<file path="src/rtl/toggle_cover_pkg.sv">
// Shared types and defaults for the toggle-coverage slice.
package toggle_cover_pkg;

  typedef enum logic [1:0] {
    ST_NONE = 2'd0,
    ST_ROSE = 2'd1,
    ST_FELL = 2'd2,
    ST_DONE = 2'd3
  } bit_state_t;

  localparam int unsigned DEFAULT_WIDTH = 39;

endpackage

</file>
<file path="src/rtl/toggle_bit_fsm.sv">
// Per-bit toggle tracker: records a rise and a fall, then pulses valid once.
module toggle_bit_fsm
  import toggle_cover_pkg::*;
(
  input  logic clock,
  input  logic reset_n,
  input  logic rise,
  input  logic fall,
  input  logic enable,
  input  logic clear,
  output logic valid,
  output logic complete
);

  bit_state_t state, state_next;

  always_ff @(posedge clock or negedge reset_n) begin
    if (!reset_n) begin
      state <= ST_NONE;
      valid <= 1'b0;
    end else if (clear) begin
      state <= ST_NONE;
      valid <= 1'b0;
    end else begin
      state <= state_next;
      valid <= complete;
    end
  end

  // complete flags the edge on which this bit enters DONE; it feeds the popcount
  always_comb begin
    state_next = state;
    complete   = 1'b0;
    if (enable && !clear) begin
      unique case (state)
        ST_NONE: begin
          if (rise)      state_next = ST_ROSE;
          else if (fall) state_next = ST_FELL;
        end
        ST_ROSE: begin
          if (fall) begin
            state_next = ST_DONE;
            complete   = 1'b1;
          end
        end
        ST_FELL: begin
          if (rise) begin
            state_next = ST_DONE;
            complete   = 1'b1;
          end
        end
        ST_DONE: state_next = ST_DONE;
        default: state_next = ST_NONE;
      endcase
    end
  end

endmodule

</file>
<file path="src/rtl/toggle_edge_tracker.sv">
// Toggle-coverage tracker: per-bit edge history, one-shot valid pulses and a covered count.
module toggle_edge_tracker
  import toggle_cover_pkg::*;
#(
  parameter int unsigned WIDTH = DEFAULT_WIDTH
) (
  input  logic                       clock,
  input  logic                       reset_n,
  input  logic [WIDTH-1:0]           sig,
  input  logic                       enable,
  input  logic                       clear,
  output logic [WIDTH-1:0]           valid,
  output logic [$clog2(WIDTH+1)-1:0] covered_count,
  output logic                       all_covered
);

  localparam int unsigned CW = $clog2(WIDTH + 1);

  logic [WIDTH-1:0] prev;
  logic             primed;
  logic [WIDTH-1:0] rise;
  logic [WIDTH-1:0] fall;
  logic [WIDTH-1:0] complete;
  logic [CW-1:0]    done_inc;

  always_ff @(posedge clock or negedge reset_n) begin
    if (!reset_n) begin
      prev   <= '0;
      primed <= 1'b0;
    end else begin
      prev   <= sig;
      primed <= !clear;
    end
  end

  assign rise = {WIDTH{primed}} & ~prev & sig;
  assign fall = {WIDTH{primed}} & prev & ~sig;

  for (genvar g = 0; g < WIDTH; g++) begin : g_bit
    toggle_bit_fsm u_fsm (
      .clock    (clock),
      .reset_n  (reset_n),
      .rise     (rise[g]),
      .fall     (fall[g]),
      .enable   (enable),
      .clear    (clear),
      .valid    (valid[g]),
      .complete (complete[g])
    );
  end

  always_comb begin
    done_inc = '0;
    for (int unsigned i = 0; i < WIDTH; i++) begin
      done_inc = done_inc + CW'(complete[i]);
    end
  end

  always_ff @(posedge clock or negedge reset_n) begin
    if (!reset_n) begin
      covered_count <= '0;
    end else if (clear) begin
      covered_count <= '0;
    end else begin
      covered_count <= covered_count + done_inc;
    end
  end

  assign all_covered = (covered_count == CW'(WIDTH));

endmodule
</file>
<file path="config.mk">
export PLATFORM = sky130hd
export DESIGN_NAME = toggle_edge_tracker
export DESIGN_NICKNAME = d
export VERILOG_FILES = /design/src/rtl/toggle_cover_pkg.sv /design/src/rtl/toggle_bit_fsm.sv /design/src/rtl/toggle_edge_tracker.sv
export SDC_FILE = /design/constraint.sdc
export NUM_CORES = 1
export LEC_CHECK = 0
export ABC_AREA = 1
export ABC_CLOCK_PERIOD_IN_PS = 7400
export BUFFER_PORTS_ARGS = -buffer_cell sky130_fd_sc_hd__buf_2
export CAP_MARGIN = 20
export CORE_ASPECT_RATIO = 2
export CORE_MARGIN = 4
export CORE_UTILIZATION = 30
export DETAILED_ROUTE_END_ITERATION = 7
export HOLD_SLACK_MARGIN = 0.15
export PLACE_DENSITY_LB_ADDON = 0.25
export RECOVER_POWER = 100
export SLEW_MARGIN = 0
export SYNTH_ARGS = -nofsm -noshare
export SYNTH_HDL_FRONTEND = slang
export SYNTH_SLANG_ARGS = --single-unit
</file>
<file path="constraint.sdc">
create_clock -name clock -period 7.4 [get_ports clock]
set_input_delay 0.37 -clock clock [delete_from_list [all_inputs] [get_ports clock]]
set_output_delay 0.37 -clock clock [all_outputs]
set_load 0.02 [all_outputs]
</file>
==> results.yml <==
critical_path:
  cp_max_fo: 51
  crit_chain: "buf_4 > nand2_1 > nor2_1 > nand2_1 > a21oi_1 > fa_1 > inv_1 > fa_1 > fa_1 > fa_1 > fa_1 > fa_1 > fa_1 > inv_1 > ha_1 > inv_1 > fa_1 > inv_1 > nand2_1 > nand2_1 > a21oi_1 > nand2_1 > nand2_1 > nor2_1"
  slowest_stage: "dfrtp_4"
  cp.required_ns: 7.78
  path_class: "register to register"
  cpPeakStageDelay_ns: 0.83
  crit_path_start_kind: "register"
  cp-end-kind: "register"
  path_common_cell: "fa_1"
  cp.arrival_ns: 6.97
logic_synthesis:
  syn-cell-area_um2: 12200
  synthSimpleGateAreaFrac_pct: 24.3
  synthCells: 1614
  seq_area_frac_synth_pct: 33.5
  syn_area_per_cell_um2: 7.55
  synth_cell_type_count: 28
  synth_edf_count: 0
  synth_flop_cell: "dfrtp_1"
  synthMuxAreaShare_pct: 0
  synth_area_leaders: "dfrtp_1, ha_1, nand2_1"
  synth_top_area_share_pct: 33.5
  synth_compound_area_share_pct: 7.55
  yosysTopAreaCell: "dfrtp_1"
  synth_seq_cells: 163
  synth_top_family_by_area: "simple AND/OR/NAND/NOR gates"
  synthesis.nets: 1828
  yosysWarnings: 0
  synthXorXnorAreaFrac_pct: 0.359
  synthAdderAreaFrac_pct: 19.5
  synthArstFlopShare_pct: 100
power_and_ir_drop:
  p_per_area_nw_per_um2: 274
  p_int_mw: 2.20
  clkPwrFrac_pct: 24.4
  seqPwrFrac_pct: 34.2
  switching_share_pct: 41.5
  power_switching_mw: 1.56
  max-vdd-ir-drop_uv: 128
  p_comb_share_pct: 41.4
  p_leak_nw: 7.34
sta:
  drv_slew: 256
  maxSlewHeadroom_pct: -247
  period_share_pct: 89.0
  min_period_ns: 6.59
  fin_skew_ns: 0.00953
  finalSetupViolations: 0
  rsz0062_at_grt: "false"
  tightest_slew_ns: 5.20
  hold_viol: 0
  setup-tns-final_ns: 0
  fmax_mhz: 152
clock_tree:
  cts_buffer_depth: 2
  h-tree-depth: 4
  insertion_delay_ns: 0.45
  root_buffer: "clkbuf_16"
  cts-resized-gates: 0
  numCtsBuffers: 17
  cts_tree: "done"
  clock-sinks: 163
  clkSlewWorstSetupHoldPaths_ns: 0.07
final_layout:
  area_growth_pct: 12.3
  final_cell_mix: "nand2_1, inv_1, dfrtp_1"
  nets: 1906
  layout-drive-gt1-share_pct: 3.99
  fin_util_pct: 34.0
  finalNonFillerCells: 2235
  final_common_cell: "nand2_1"
  n_antenna_cell: 0
floorplan:
  die_area_um2: 44100
  pin_count: 89
  start_util_pct: 30.3
  die_h_um: 293
  die_x_um: 151
  core_um2: 40200
  fp-row-count: 104
place:
  place_congestion: 0.853
  portBuffers: 88
  dp.final_hpwl_um: 23700
  place_inst: 2163
run:
  drv_cap: 4
global_routing:
  globalRouteTotalUtil_pct: 15.0
  grt_pass1_vias: 10258
  overflow: 0
  grt_pass1_wl_um: 51800
  grt_max_degree: 93
  grt_antenna_before_repair: 0
route:
  drtIter0Drc: 517
  wl_um: 31800
  routed_via_density: 4.54
  antenna_left: 0
  wire_per_inst_um: 14.2
  vias: 10140
  drc: 0
  firstDrtPassIters: 7
worst_hold_path:
  hold_class: "input pin to register"
run_status:
  violations: "capacitance limit, slew limit"
  outcome: "finished with violations"
==> final cells by class <==
type                       count  area, µm²
clock inverter                14        156
tap                          530        663
clock buffer                  18        439
sequential                   163       4080
fill                        4230      26500
multi-input combinational   1041       6310
inverter                     331       1240
timing repair buffer         138        797
==> synth_stat cells (2+ instances only) <==
master and count:
ha_1 139, and3_1 22, inv_2 3, xor2_1 3, nor2_1 114, nand4_1 13, buf_6 5, buf_2 17
o21ai_1 2, nand2_1 375, nor2_2 20, o21ai_0 85, o22ai_1 22, buf_4 46, xnor2_1 2, nand3b_1 11
fa_1 32, nand3_2 8, clkbuf_1 8, dfrtp_1 163, inv_1 328, a21oi_1 66, nand3_1 124, o21ai_2 2
==> logic make-up (layout without fill, tap and decap cells) <==
logic type	after synthesis	in the layout
AOI/OAI and AO/OA	177	177
DFF	163	163
adders and majority gates	171	171
buffers and inverters	410	501
xor gates and xnor gates	5	5
and+or+nand+nor	688	688
==> per-stage QoR <==
| step | cell area [µm²] | setup slack, ns | total power, mW | hold WS [ns] |
|---|---|---|---|---|
| 6_report | 13700 | 0.811 | 3.75 | 0.422 |
| 2_1_floorplan | 12200 | 1.59 | 2.45 | 0.0744 |
| 4_1_cts | 13800 | 0.799 | 3.81 | 0.374 |
| 3_5_place_dp | 12800 | 0.818 | 2.85 | 0.496 |
| 5_1_grt | 13700 | 0.306 | 4.16 | 0.448 |
| 3_3_place_gp | 12800 | 0.864 | 2.82 | 0.492 |
==> power by group through the flow <==
stage	sequential [mW]	clock, mW	combinational, mW
final	1.28	0.914	1.55
after floorplan	1.25	0	1.21
after global placement	1.29	0	1.52
after CTS	1.28	0.945	1.58
after detailed placement	1.30	0	1.55
after global routing	1.32	0.980	1.86
==> metal layers <==
metal	vias to the layer above	wire, µm	global-route usage (%)
met5	-	0	0
met4	0	1510	8.07
met3	58	891	2.25
met2	180	17300	28.4
met1	4805	12000	15.6
li1	5097	-	-
==> path summary, 6_finish.rpt <==
check	from	to	slack [ns]	cells past startpoint
worst max-delay path	primed$_DFF_PN0_	covered_count[4]$_DFF_PN0_	0.81	24
worst min-delay path	enable	g_bit[33].u_fsm.valid$_DFF_PN0_	0.42	5
worst max register to register	primed$_DFF_PN0_	covered_count[4]$_DFF_PN0_	0.81	24
worst min register to register	g_bit[15].u_fsm.state[1]$_DFFE_PN0P_	g_bit[15].u_fsm.state[1]$_DFFE_PN0P_	0.51	2
max in group asynchronous	reset_n	primed$_DFF_PN0_	1.64	3
min in group asynchronous	reset_n	g_bit[23].u_fsm.valid$_DFF_PN0_	2.36	2
==> worst max-delay path, delay by kind of cell, from the launching register on <==
family	cells	cell delay [ns]
AO/OA/AOI/OAI	2	0.26
adder cells (fa/ha/maj)	9	3.94
buffers and inverters	5	0.72
flip-flops	1	0.83
AND/OR/NAND/NOR	8	0.73
==> registers in the layout, summed over array words and instances, names as in the netlist <==
signal	cells
prev	39
g_bit.u_fsm.state	78
primed	1
covered_count	6
g_bit.u_fsm.valid	39
==> what timing repair did <==
action | in CTS | in global routing
buffers inserted | 0 | 0
hold buffers | 40 | 0
hold endpoints to repair | 130 | 0
No activity file was read; power rests on OpenSTA's default activity.
